[config.mk]
export PLATFORM = sky130hd
export DESIGN_NAME = mm_bst_arbiter
export DESIGN_NICKNAME = d
export VERILOG_FILES = /design/src/rtl/mm_bst_arbiter_pkg.sv /design/src/rtl/mm_bst_route_fifo.sv /design/src/rtl/mm_bst_arbiter.sv
export SDC_FILE = /design/constraint.sdc
export NUM_CORES = 1
export LEC_CHECK = 0
export ABC_AREA = 0
export BUFFER_PORTS_ARGS = -buffer_cell sky130_fd_sc_hd__buf_4
export CORE_ASPECT_RATIO = 0.75
export CORE_MARGIN = 2
export CORE_UTILIZATION = 45
export DETAILED_ROUTE_END_ITERATION = 8
export PLACE_DENSITY = 0.81
export SYNTH_ARGS = -nofsm -noshare
export SYNTH_HDL_FRONTEND = slang
export SYNTH_SLANG_ARGS = --single-unit
export TNS_END_PERCENT = 5
[constraint.sdc]
create_clock -name clk -period 5.9 [get_ports clk]
set_input_delay 1.18 -clock clk [delete_from_list [all_inputs] [get_ports clk]]
set_output_delay 1.18 -clock clk [all_outputs]
set_load 0.05 [all_outputs]
[src/rtl/mm_bst_arbiter_pkg.sv]
// Shared types and the round-robin pick helper for the burst arbiter.
// Field widths are sized for the largest supported configuration.
package mm_bst_arbiter_pkg;

   localparam int MAX_PORTS = 32;
   localparam int PORT_W    = 5;
   localparam int LEN_W     = 16;

   typedef enum logic [0:0] {
      IDLE  = 1'b0,
      WLOCK = 1'b1
   } arb_state_t;

   typedef struct packed {
      logic [PORT_W-1:0] port;
      logic [LEN_W-1:0]  len;
   } route_entry_t;

   typedef struct packed {
      logic              found;
      logic [PORT_W-1:0] idx;
   } rr_pick_t;

   // First candidate at or after ptr, wrapping at nports; idx falls back to ptr.
   function automatic rr_pick_t rr_pick(input logic [MAX_PORTS-1:0] cand,
                                        input logic [PORT_W-1:0] ptr,
                                        input int nports);
      rr_pick_t res;
      int       idx;
      res.found = 1'b0;
      res.idx   = ptr;
      for (int i = 0; i < MAX_PORTS; i++) begin
         idx = int'(ptr) + i;
         if (idx >= nports) begin
            idx = idx - nports;
         end
         if ((i < nports) && !res.found && cand[idx[PORT_W-1:0]]) begin
            res.found = 1'b1;
            res.idx   = idx[PORT_W-1:0];
         end
      end
      return res;
   endfunction

endpackage

[src/rtl/mm_bst_route_fifo.sv]
// In-order queue of outstanding read bursts {port, len}.
// Full/empty are registered, so a pop never frees a slot in the same cycle.
module mm_bst_route_fifo
   import mm_bst_arbiter_pkg::*;
#(
   parameter int RDEPTH = 8
) (
   input  logic         clk,
   input  logic         reset,
   input  logic         push,
   input  route_entry_t din,
   input  logic         pop,
   output route_entry_t dout,
   output logic         full,
   output logic         empty
);

   localparam int AW = (RDEPTH > 1) ? $clog2(RDEPTH) : 1;

   route_entry_t  mem [RDEPTH];
   logic [AW-1:0] wr_ptr;
   logic [AW-1:0] rd_ptr;
   logic [AW:0]   cnt;
   logic [AW:0]   cnt_nxt;
   logic          do_push;
   logic          do_pop;

   assign do_push = push & ~full;
   assign do_pop  = pop & ~empty;
   assign dout    = mem[rd_ptr];

   always_comb begin
      cnt_nxt = cnt;
      if (do_push && !do_pop) begin
         cnt_nxt = cnt + (AW+1)'(1);
      end else if (do_pop && !do_push) begin
         cnt_nxt = cnt - (AW+1)'(1);
      end else begin
         cnt_nxt = cnt;
      end
   end

   always_ff @(posedge clk or posedge reset) begin
      if (reset) begin
         wr_ptr <= '0;
         rd_ptr <= '0;
         cnt    <= '0;
         full   <= 1'b0;
         empty  <= 1'b1;
      end else begin
         if (do_push) begin
            wr_ptr <= wr_ptr + AW'(1);
         end
         if (do_pop) begin
            rd_ptr <= rd_ptr + AW'(1);
         end
         cnt   <= cnt_nxt;
         full  <= (cnt_nxt == (AW+1)'(RDEPTH));
         empty <= (cnt_nxt == (AW+1)'(0));
      end
   end

   always_ff @(posedge clk) begin
      if (do_push) begin
         mem[wr_ptr] <= din;
      end
   end

endmodule

[src/rtl/mm_bst_arbiter.sv]
// Round-robin arbiter sharing one burst MM slave among NPORTS masters.
// Write bursts are locked to one port; read returns are routed in order.
module mm_bst_arbiter
   import mm_bst_arbiter_pkg::*;
#(
   parameter int NPORTS = 2,
   parameter int DWIDTH = 16,
   parameter int AWIDTH = 8,
   parameter int BWIDTH = 4,
   parameter int RDEPTH = 8
) (
   input  logic                     reset,
   input  logic                     clk,
   input  logic [NPORTS*AWIDTH-1:0] s_addr,
   input  logic [NPORTS*BWIDTH-1:0] s_bcnt,
   input  logic [NPORTS-1:0]        s_wreq,
   input  logic [NPORTS*DWIDTH-1:0] s_wdat,
   input  logic [NPORTS-1:0]        s_rreq,
   output logic [NPORTS*DWIDTH-1:0] s_rdat,
   output logic [NPORTS-1:0]        s_rval,
   output logic [NPORTS-1:0]        s_busy,
   output logic [AWIDTH-1:0]        m_addr,
   output logic [BWIDTH-1:0]        m_bcnt,
   output logic                     m_wreq,
   output logic [DWIDTH-1:0]        m_wdat,
   output logic                     m_rreq,
   input  logic [DWIDTH-1:0]        m_rdat,
   input  logic                     m_rval,
   input  logic                     m_busy
);

   arb_state_t        state;
   arb_state_t        state_nxt;
   logic [PORT_W-1:0] ptr;
   logic [PORT_W-1:0] ptr_nxt;
   logic [PORT_W-1:0] gnt;
   logic [PORT_W-1:0] gnt_nxt;
   logic [PORT_W-1:0] sel;
   logic [BWIDTH-1:0] wcnt;
   logic [BWIDTH-1:0] wcnt_nxt;
   logic [BWIDTH-1:0] rcnt;
   logic [BWIDTH-1:0] rcnt_nxt;
   logic [MAX_PORTS-1:0] cand;
   rr_pick_t          pick;
   logic              hit;
   logic              wreq_sel;
   logic              rreq_sel;
   logic              wr_acc;
   logic              rd_acc;
   logic              rd_last;
   logic              q_full;
   logic              q_empty;
   logic              q_pop;
   route_entry_t      q_head;

   function automatic logic [PORT_W-1:0] next_port(input logic [PORT_W-1:0] p);
      return (p == PORT_W'(NPORTS-1)) ? PORT_W'(0) : p + PORT_W'(1);
   endfunction

   // A read only competes while the route queue has room.
   always_comb begin
      cand = '0;
      for (int p = 0; p < NPORTS; p++) begin
         cand[p] = s_wreq[p] | (s_rreq[p] & ~q_full);
      end
      pick = rr_pick(cand, ptr, NPORTS);
   end

   assign sel = (state == WLOCK) ? gnt : pick.idx;

   always_comb begin
      m_addr   = '0;
      m_bcnt   = '0;
      m_wdat   = '0;
      wreq_sel = 1'b0;
      rreq_sel = 1'b0;
      hit      = 1'b0;
      for (int p = 0; p < NPORTS; p++) begin
         hit      = (PORT_W'(p) == sel);
         m_addr   = m_addr | (s_addr[p*AWIDTH +: AWIDTH] & {AWIDTH{hit}});
         m_bcnt   = m_bcnt | (s_bcnt[p*BWIDTH +: BWIDTH] & {BWIDTH{hit}});
         m_wdat   = m_wdat | (s_wdat[p*DWIDTH +: DWIDTH] & {DWIDTH{hit}});
         wreq_sel = wreq_sel | (s_wreq[p] & hit);
         rreq_sel = rreq_sel | (s_rreq[p] & hit);
      end
   end

   assign m_wreq = wreq_sel;
   assign m_rreq = (state == IDLE) & pick.found & rreq_sel & ~q_full;
   assign wr_acc = m_wreq & ~m_busy;
   assign rd_acc = m_rreq & ~m_busy;

   // The selected port sees the slave stall; a read held off by a full queue also stalls.
   always_comb begin
      for (int p = 0; p < NPORTS; p++) begin
         s_busy[p] = (PORT_W'(p) == sel)
                   ? (m_busy | ((state == IDLE) & rreq_sel & q_full))
                   : 1'b1;
      end
   end

   always_comb begin
      state_nxt = state;
      ptr_nxt   = ptr;
      gnt_nxt   = gnt;
      wcnt_nxt  = wcnt;
      case (state)
         IDLE: begin
            if (rd_acc) begin
               ptr_nxt = next_port(sel);
            end else if (wr_acc) begin
               wcnt_nxt = m_bcnt - BWIDTH'(1);
               if (m_bcnt == BWIDTH'(1)) begin
                  ptr_nxt = next_port(sel);
               end else begin
                  state_nxt = WLOCK;
                  gnt_nxt   = sel;
               end
            end else begin
               state_nxt = IDLE;
            end
         end
         WLOCK: begin
            if (wr_acc) begin
               wcnt_nxt = wcnt - BWIDTH'(1);
               if (wcnt == BWIDTH'(1)) begin
                  ptr_nxt   = next_port(gnt);
                  state_nxt = IDLE;
               end else begin
                  state_nxt = WLOCK;
               end
            end else begin
               state_nxt = WLOCK;
            end
         end
         default: begin
            state_nxt = IDLE;
         end
      endcase
   end

   // Returned words go to the head entry's port; data with nothing queued is dropped.
   always_comb begin
      rd_last  = ((LEN_W'(rcnt) + LEN_W'(1)) == q_head.len);
      q_pop    = m_rval & ~q_empty & rd_last;
      rcnt_nxt = rcnt;
      if (m_rval && !q_empty) begin
         rcnt_nxt = rd_last ? BWIDTH'(0) : rcnt + BWIDTH'(1);
      end else begin
         rcnt_nxt = rcnt;
      end
      for (int p = 0; p < NPORTS; p++) begin
         s_rval[p] = m_rval & ~q_empty & (q_head.port == PORT_W'(p));
      end
   end

   assign s_rdat = {NPORTS{m_rdat}};

   always_ff @(posedge clk or posedge reset) begin
      if (reset) begin
         state <= IDLE;
         ptr   <= '0;
         gnt   <= '0;
         wcnt  <= '0;
         rcnt  <= '0;
      end else begin
         state <= state_nxt;
         ptr   <= ptr_nxt;
         gnt   <= gnt_nxt;
         wcnt  <= wcnt_nxt;
         rcnt  <= rcnt_nxt;
      end
   end

   mm_bst_route_fifo #(
      .RDEPTH (RDEPTH)
   ) u_route_fifo (
      .clk   (clk),
      .reset (reset),
      .push  (rd_acc),
      .din   ({sel, LEN_W'(m_bcnt)}),
      .pop   (q_pop),
      .dout  (q_head),
      .full  (q_full),
      .empty (q_empty)
   );

endmodule

==> out/results.ini, run 1 <==
[critical_path]
critical_path_required_ns = 4.72
worst-path-max-fanout = 15
worst-endpoint-arrival_ns = 4.37
r2r_setup_slack_ns = 0.73
timing.rr.start = ptr[0]
start_kind = register
r2r-end = gnt[0]
path_class = reg -> out
reg2reg_depth = 19
crit_path_end_kind = output pin

[yosys]
yosys.area.top_type = edfxtp_1
synthArstFlopShare = 0.3010
yosys_most_used_dff = edfxtp_1
synthesis.area_um2 = 5690
synth_common_cells = edfxtp_1, nor2_1, buf_4, nand2_1, dfrtp_1
yosysWarnings = 0
synth_edf_count = 72
syn_nets = 593
seq_area_frac_synth = 0.5165
synth_cell_type_count = 62
ys_ff_latch = 103
yosysMostFrequentCell = edfxtp_1
synth_top_area_share = 0.3799
synthTopCellsByArea = edfxtp_1, dfrtp_1, ha_1
syn_area_per_cell_um2 = 11.54
synth_cells = 493

[clock_tree]
cts_tree = yes
cts_sinks = 103
cts_buffers = 9
clock_latency_ns = 0.34
clkTransAtPathRegs_ns = 0.07
cts_htree_levels = 3
cts_buffer_depth = 2
cts-root-buf = clkbuf_16

[global_routing]
grt_pass1_vias = 3896
antenna_found_initial = 0
overflow = 0
grtUsageTotal = 0.2063
grt_max_degree = 32
grt_pass1_wl_mm = 21.27

[placement]
io_buffers = 97
gp_congestion = 0.9312
placed_cells = 723
hpwl_mm = 10.42
placed_area_um2 = 6437
place_worst_setup_slack_ns = 0.3236

[hold_path]
hold_class = reg -> reg
holdPathStages = 1
hold_path.startpoint = gnt[4]
holdPathEnd = gnt[4]

[layout]
final_cells = 739
layout-drive-gt1-share = 0.2862
design_area_um2 = 6769
antenna_cells = 0
fin_util = 0.5501
design.final.nets = 668
syn_to_final_growth_pct = 18.95

[floorplan]
die_area_um2 = 13570
num_io_pins = 146
rows = 35
start_util = 0.4624
die_height_um = 101.4
fp.dieW_um = 133.9
core_um2 = 12310

[timing]
fmax_mhz = 180.1
finalHoldViolCount = 0
worst_pin_slew_ns = 0.9980
post-route-period-util = 0.9412
period_minus_slack_ns = 5.553
rsz0062_at_grt = no
finalClockSkew_ns = 0.005158
tns_ns = 0
setup_slack_ns = 0.3470
setup_viol = 0
relSlewSlack = 0.3276
slew_viol_final = 0

[route]
route.detailed.drc = 0
totalWireLength_mm = 13.98
vias_per_cell = 5.708
firstDrtPassIters = 5
drtIter0Drc = 395
wl_per_cell_um = 18.92
antenna_left = 0
via_count = 4218

[pwr]
p_per_area_nw_per_um2 = 667.9
p_leak_uw = 0.002688
irDropWorstVdd_mv = 0.5647
pwr-share-comb = 0.615
seqPwrFrac = 0.257
p_sw_frac = 0.4996
p_switching_uw = 2259
clockPowerShare = 0.129
p_int_uw = 2262

[outcome]
status = completed

[run]
maxCapViolCount = 0

==> metrics by stage <==
stage / power (µW) / hold WS [ns]
5_1_grt: 4772 / 0.5689
2_1_floorplan: 3177 / 0.4872
3_3_place_gp: 3773 / 0.5171
4_1_cts: 4474 / 0.5455
3_5_place_dp: 3881 / 0.5283
6_report: 4521 / 0.5503
==> metal layers <==
| layer | track usage | wire length [µm] |
|---|---|---|
| met5 | 0 | 0 |
| met4 | 0.05892 | 219 |
| met3 | 0.05455 | 957 |
| met2 | 0.2931 | 6242 |
| met1 | 0.3111 | 6559 |
==> layout by cell type, fill, tap and decap left out, drive strengths merged, types with 7 or more instances in the layout <==
cell	instances
a211oi	7
a21oi	21
a22o	26
a22oi	7
buf	115
clkbuf	10
dfrtp	30
edfxtp	72
ha	20
inv	22
mux2i	19
nand2	31
nand3	17
nor2	34
nor3	18
o211ai	7
o21ai	16
xnor2	14
==> layout make-up <==
type                    count  area, µm²
flip-flops and latches    103       2940
multi-input cells         319       2379
clock inverters             6      65.06
repair buffers            115      863.3
well taps                 166      207.7
fillers                   999       5537
clock buffers              10      239.0
inverters                  20      75.07
==> how the worst max path moves through the flow <==
| stage | start | endpoint | slack (ns) | cells past startpoint |
|---|---|---|---|---|
| after floorplan | s_rreq[0] | s_busy[0] | -0.12 | 12 |
| after global placement | s_rreq[0] | m_bcnt[2] | 0.47 | 14 |
| after global routing | ptr[0] | s_busy[1] | 0.04 | 19 |
| final | ptr[0] | m_addr[0] | 0.35 | 15 |
| after CTS | ptr[0] | m_wdat[14] | 0.15 | 14 |
| after detailed placement | s_rreq[0] | m_bcnt[2] | 0.32 | 14 |
==> sequential cells by signal, summed over array words and instances, names as in the netlist <==
register and flops:
gnt 5, ptr 5, rcnt 4, state 1, u_route_fifo.cnt 4, u_route_fifo.empty 1
u_route_fifo.full 1, u_route_fifo.mem 72, u_route_fifo.rd_ptr 3, u_route_fifo.wr_ptr 3, wcnt 4
==> worst max-delay path, stage by stage, from the launching register on <==
cell and delay [ns]:
dfrtp_2 0.46, inv_1 0.19, ha_1 0.31, ha_1 0.22, xor2_1 0.16, xnor2_1 0.15, o22ai_2 0.23, nand2_1 0.11
or2_2 0.35, xnor2_1 0.13, a21boi_0 0.27, ha_1 0.35, nor3b_4 0.41, buf_4 0.28, a22o_1 0.20, buf_4 0.20
==> cells by family after synthesis <==
group / after synthesis / share of synthesized area
XOR/XNOR: 20 / 0.03342
buffers and inverters: 71 / 0.07520
flip-flops: 103 / 0.5165
AO/OA/AOI/OAI: 110 / 0.1420
AND/OR/NAND/NOR: 141 / 0.1278
adder cells (fa/ha/maj): 20 / 0.04398
multiplexers: 28 / 0.06113
==> power groups by stage <==
stage / clock [µW] / sequential [µW] / combinational [µW]
finish: 582 / 1160 / 2780
global route: 622 / 1180 / 2970
detailed placement: 0 / 1170 / 2710
floorplan: 0 / 1070 / 2110
CTS: 591 / 1150 / 2730
global placement: 0 / 1160 / 2610
==> repair_timing <==
| item | in CTS | in global routing |
|---|---|---|
| endpoints found under the setup margin | 0 | 32 |
| resized for setup | 0 | 6 |
| setup buffers | 0 | 0 |
| hold buffers | 0 | 0 |
Power figures use the tool's default switching activity.
==> run 2, diff against run 1 <==
--- a/config.mk
+++ b/config.mk
@@ -12,6 +12,7 @@
 export CORE_UTILIZATION = 45
 export DETAILED_ROUTE_END_ITERATION = 8
 export PLACE_DENSITY = 0.81
+export RECOVER_POWER = 100
 export SYNTH_ARGS = -nofsm -noshare
 export SYNTH_HDL_FRONTEND = slang
 export SYNTH_SLANG_ARGS = --single-unit
==> run 2 against run 1 <==
Against the previous run:
- the run now ends with capacitance limit, slew limit left
- critical path depth unchanged
- combinational power decreased by 4%
- design area is 2.1% lower
- fmax down 0.61%
- register-to-register slack worse by 0.14 ns
- sequential share of layout area grew 0.93 points
- global-route usage stayed put
==> out/results.ini, run 2 (synthesis results as in run 1) <==
[outcome]
status = finished, violations left
violations = capacitance limit, slew limit

[floorplan]
num_io_pins = 146  ; unchanged
start_util = 0.4624  ; unchanged
die_height_um = 101.4  ; unchanged
core_um2 = 12310  ; unchanged
fp.dieW_um = 133.9  ; unchanged
die_area_um2 = 13570  ; unchanged
rows = 35  ; unchanged

[placement]
gp_congestion = 0.9312  ; unchanged
place_worst_setup_slack_ns = 0.3236  ; unchanged
io_buffers = 97  ; unchanged
hpwl_mm = 10.42  ; unchanged

[clock_tree]
cts-root-buf = clkbuf_16
cts_tree = yes
clock_latency_ns = 0.35  ; about the same
clkTransAtPathRegs_ns = 0.07  ; about the same
cts_buffer_depth = 2  ; unchanged
cts_htree_levels = 3  ; unchanged
cts_buffers = 9  ; unchanged
cts_sinks = 103  ; unchanged

[timing]
setup_slack_ns = 0.3127  ; -0.03428 ns
setup_viol = 0  ; unchanged
post-route-period-util = 0.9470  ; +0.005810
finalHoldViolCount = 0  ; unchanged
fmax_mhz = 179.0  ; -0.61%
whs_ns = 0.5542  ; +0.003868 ns
finalClockSkew_ns = 0.005692  ; +0.0005343 ns
rsz0062_at_grt = no
period_minus_slack_ns = 5.587  ; +0.03428 ns
tns_ns = 0  ; unchanged
worst_pin_slew_ns = 1.805  ; +0.8067 ns
slew_viol_final = 45  ; +45
relSlewSlack = -0.2032  ; -0.5308

[layout]
largest_register_ffs = 72  ; unchanged
layout-drive-gt1-share = 0.2583  ; -0.02792
antenna_cells = 0  ; unchanged
final_common_cell = edfxtp_1
mostFrequentLayoutCells = edfxtp_1, buf_4, nor2_1, nand2_1, dfrtp_1
largestRegisters = u_route_fifo.mem: 72 flops, gnt: 5 flops, ptr: 5 flops
regMostFlops = u_route_fifo.mem
design.final.nets = 668  ; unchanged
syn_to_final_growth_pct = 16.47
fillers = 1034  ; +3.5%

[global_routing]
grt_pass1_wl_mm = 21.27  ; unchanged
grt_pass1_vias = 3896  ; unchanged
grt_max_degree = 32  ; unchanged
antenna_found_initial = 0  ; unchanged
grtUsageTotal = 0.2063  ; unchanged
overflow = 0  ; unchanged

[critical_path]
worst-path-max-fanout = 15  ; unchanged
critical_path_required_ns = 4.72  ; about the same
crit_path_end_kind = output pin
path_class = reg -> out
start_kind = register
worst-endpoint-arrival_ns = 4.41  ; +0.04 ns

[route]
totalWireLength_mm = 13.93  ; -0.32%
drtIter0Drc = 477  ; +21%
wl_per_cell_um = 18.86  ; -0.32%
via_count = 4158  ; -1.4%
firstDrtPassIters = 5  ; unchanged
antenna_left = 0  ; unchanged
vias_per_cell = 5.627  ; -1.4%
route.detailed.drc = 0  ; unchanged

[pwr]
irDropWorstVdd_mv = 0.5376  ; -4.8%
p_per_area_nw_per_um2 = 664.6  ; -0.49%
p_leak_uw = 0.002615  ; -2.7%

[hold_path]
hold_class = reg -> reg

[run]
maxCapViolCount = 2  ; +2

run 2: cell type report:
class,count,area [µm²],area share
clock buffer,10,239.0,0.03606
clock inverter,6,65.06,0.009817
inverter,20,75.07,0.01133
multi-input combinational,319,2344,0.3536
sequential,103,2940,0.4436
tap,166,207.7,0.03134
timing repair buffer,115,757.0,0.1142
run 2: path summary, 6_finish.rpt:
check | startpoint | to | slack (ns) | cells past startpoint
min in group asynchronous | reset | wcnt[3] | 1.48 | 3
max in group asynchronous | reset | ptr[0] | 3.25 | 3
max | ptr[0] | m_wdat[15] | 0.31 | 15
min reg2reg | gnt[4] | gnt[4] | 0.55 | 1
max reg2reg | ptr[0] | u_route_fifo.mem[5][6] | 0.59 | 21
min | gnt[4] | gnt[4] | 0.55 | 1
run 2: repair_timing:
item,CTS,global route
hold endpoints to repair,0,0
gates resized for setup,0,6
buffers inserted,0,0
endpoints found under the setup margin,0,32
hold buffers,0,0
run 2: critical path: stages (launching register included):
cell and delay, ns:
dfrtp_2 0.47, inv_1 0.19, ha_1 0.31, ha_1 0.22, xor2_1 0.16, xnor2_1 0.15
o22ai_2 0.23, nand2_1 0.11, or2_2 0.35, xnor2_1 0.13, a21boi_0 0.27, ha_1 0.35
nor3b_4 0.40, buf_4 0.28, a22o_1 0.18, buf_2 0.26
run 2: power by group:
part	switching (µW)	internal (µW)	leakage, µW
clock network	273	309	0.000149
registers	178	977	0.00104
logic	1790	878	0.00143
total	2240	2160	0.00262
run 2: per-layer routing:
metal,wire [µm],global-route usage,share of wire,vias to the layer above
li1,-,-,-,1949
met1,6530,0.3111,0.47,2040
met2,6279,0.2931,0.45,153
met3,974,0.05455,0.070,16
met4,149,0.05892,0.011,0
met5,0,0,0,-
run 2: through the flow:
stage	total power (µW)	utilization	area [µm²]	cells
after detailed placement	3881	0.5231	6437	723
after global routing	4649	0.5386	6628	739
final	4405	0.5386	6628	739
after global placement	3773	0.5231	6437	723
after floorplan	3177	-	5695	493
after CTS	4474	0.5478	6741	739
==> run 3, diff against run 2 <==
--- a/config.mk
+++ b/config.mk
@@ -11,7 +11,7 @@
 export CORE_MARGIN = 2
 export CORE_UTILIZATION = 45
 export DETAILED_ROUTE_END_ITERATION = 8
-export PLACE_DENSITY = 0.81
+export PLACE_DENSITY = 0.79
 export RECOVER_POWER = 100
 export SYNTH_ARGS = -nofsm -noshare
 export SYNTH_HDL_FRONTEND = slang
==> constraint.sdc (replaced) <==
create_clock -name clk -period 6.2 [get_ports clk]
set_input_delay 1.24 -clock clk [delete_from_list [all_inputs] [get_ports clk]]
set_output_delay 1.24 -clock clk [all_outputs]
set_load 0.05 [all_outputs]
==> run 3 against run 2 <==
Against the previous run:
- the flow still finishes with violations (capacitance limit, slew limit)
- clock skew up 0.0036 ns
- cell count is 0.14% lower
- critical path depth fell by 1
- critical endpoint is now m_wdat[11]
- highest routed layer unchanged
==> out/results.ini, run 3 (synthesis results as in run 1) <==
[outcome]
status = finished, violations left
violations = capacitance limit, slew limit

[route]
totalWireLength_mm = 13.79  ; -1.0%
drtIter0Drc = 303  ; -36%
firstDrtPassIters = 5  ; unchanged
antenna_left = 0  ; unchanged
vias_per_cell = 5.648  ; +0.38%
wl_per_cell_um = 18.69  ; -0.89%
via_count = 4168  ; +0.24%
route.detailed.drc = 0  ; unchanged

[hold_path]
hold_path.startpoint = rcnt[1]
holdPathStages = 2  ; +1
hold_class = reg -> reg
holdPathEnd = rcnt[1]

[clock_tree]
clkTransAtPathRegs_ns = 0.07  ; about the same
cts_hold_buf = 0  ; unchanged
cts_htree_levels = 3  ; unchanged
cts_sinks = 103  ; unchanged
cts_buffer_depth = 2  ; unchanged
cts_setup_buffers = 0  ; unchanged
cts_buffers = 9  ; unchanged
cts_tree = yes
cts-root-buf = clkbuf_16
clock_latency_ns = 0.35  ; about the same

[critical_path]
r2r_setup_slack_ns = 0.59  ; about the same
crit_top_cell = ha_1
critical_path_required_ns = 4.96  ; +0.24 ns
worstPathCellList = inv_1 -> ha_1 -> ha_1 -> nor2_1 -> nor4_2 -> nand2_1 -> or2_2 -> xnor2_1 -> a21boi_0 -> ha_1 -> nor3b_4 -> buf_4 -> a22o_1 -> clkbuf_4
crit_slowest_cell = dfrtp_1
crit_path_end_kind = output pin
r2r-end = gnt[0]
reg2reg_depth = 17  ; -19%
start_kind = register
timing.rr.start = ptr[0]
worst-path-max-fanout = 18  ; +3
path_class = reg -> out
cp_slowest_stage_delay_ns = 0.50  ; +0.03 ns
worst-endpoint-arrival_ns = 4.61  ; +0.20 ns

[timing]
tns_ns = 0  ; unchanged
finalClockSkew_ns = 0.009249  ; +0.003557 ns
rsz0062_at_grt = no
worst_pin_slew_ns = 1.491  ; -0.3138 ns
setup_viol = 0  ; unchanged
fmax_mhz = 171.0
slew_viol_final = 1  ; -98%
whs_ns = 0.5479  ; -0.006294 ns
relSlewSlack = -0.001616  ; +0.2016
period_minus_slack_ns = 5.846
post-route-period-util = 0.9430
finalHoldViolCount = 0  ; unchanged
setup_slack_ns = 0.3537  ; +0.04093 ns

[layout]
regMostFlops = u_route_fifo.mem
largest_register_ffs = 72  ; unchanged
fin_util = 0.5384  ; about the same
syn_to_final_growth_pct = 16.42  ; about the same
design_area_um2 = 6625  ; about the same
final_common_cell = buf_4
antenna_cells = 0  ; unchanged
layout-drive-gt1-share = 0.2483  ; -0.01004
design.final.nets = 667  ; -0.15%
largestRegisters = u_route_fifo.mem: 72 flops, gnt: 5 flops, ptr: 5 flops
mostFrequentLayoutCells = buf_4, edfxtp_1, nor2_1, nand2_1, dfrtp_1

[global_routing]
antenna_found_initial = 0  ; unchanged
grtUsageTotal = 0.2032  ; -0.003092
overflow = 0  ; unchanged
grt_pass1_wl_mm = 21.12  ; -0.71%
grt_pass1_vias = 4006  ; +2.8%
grt_max_degree = 33  ; +3.1%

[floorplan]
die_area_um2 = 13570  ; unchanged
core_um2 = 12310  ; unchanged
die_height_um = 101.4  ; unchanged
num_io_pins = 146  ; unchanged
start_util = 0.4624  ; unchanged
rows = 35  ; unchanged
fp.dieW_um = 133.9  ; unchanged

[placement]
placed_area_um2 = 6430  ; -0.12%
io_buffers = 97  ; unchanged
place_worst_setup_slack_ns = 0.4344  ; +0.1107 ns
gp_congestion = 0.9076  ; -2.5%
hpwl_mm = 10.27  ; -1.5%

[pwr]
p_leak_uw = 0.002607  ; -0.31%
p_per_area_nw_per_um2 = 630.8  ; -5.1%
irDropWorstVdd_mv = 0.5536  ; +3.0%

[run]
maxCapViolCount = 1  ; -1

==> run 3: how the worst max path moves through the flow <==
stage | from | to | slack [ns] | cells after the start
2_1_floorplan | s_rreq[0] | s_busy[0] | 0.06 | 12
3_3_place_gp | s_rreq[0] | m_addr[0] | 0.57 | 13
3_5_place_dp | s_rreq[0] | m_wdat[1] | 0.43 | 13
4_1_cts | ptr[0] | m_wdat[1] | 0.31 | 14
5_1_grt | ptr[0] | m_wdat[11] | 0.004 | 14
6_report | ptr[0] | m_wdat[11] | 0.35 | 14
==> run 3: final cells by class <==
type / count / area, µm²
fill: 1033 / 5680
multi-input combinational: 319 / 2316
clock buffer: 9 / 225.2
sequential: 103 / 2939
clock inverter: 7 / 71.32
timing repair buffer: 114 / 790.8
inverter: 20 / 75.07
tap: 166 / 207.7
==> run 3: through the flow <==
| stage | std cells | power, µW |
|---|---|---|
| 3_3_place_gp | 722 | 3574 |
| 3_5_place_dp | 722 | 3661 |
| 5_1_grt | 738 | 4420 |
| 2_1_floorplan | 493 | 3023 |
| 6_report | 738 | 4179 |
| 4_1_cts | 738 | 4214 |
==> run 3: critical path: cells and delay by family, from the launching register on <==
family	cells	cell delay (ns)
compound gates	2	0.49
fa+ha+maj	3	1.04
xor+xnor	1	0.14
flops	1	0.50
simple gates	5	1.39
buf+inv	3	0.70
==> run 3: where the power goes <==
| part | leakage (µW) | internal (µW) | switching [µW] | total [µW] |
|---|---|---|---|---|
| Sequential | 0.00104 | 930 | 160 | 1090 |
| Clock | 0.000148 | 286 | 265 | 551 |
| Combinational | 0.00142 | 868 | 1670 | 2540 |
| Total | 0.00261 | 2080 | 2100 | 4180 |
==> run 3: routing by layer <==
| metal | global-route usage | part of all wire | vias up |
|---|---|---|---|
| met3 | 0.05956 | 0.083 | 20 |
| met1 | 0.2886 | 0.44 | 2043 |
| met5 | 0 | 0 | - |
| met4 | 0.04501 | 0.011 | 0 |
| li1 | - | - | 1954 |
| met2 | 0.3120 | 0.47 | 151 |
==> run 3: what timing repair did <==
| item | in CTS | in global routing |
|---|---|---|
| endpoints found under the hold margin | 0 | 0 |
| endpoints found under the setup margin | 0 | 27 |
| resized for setup | 0 | 1 |
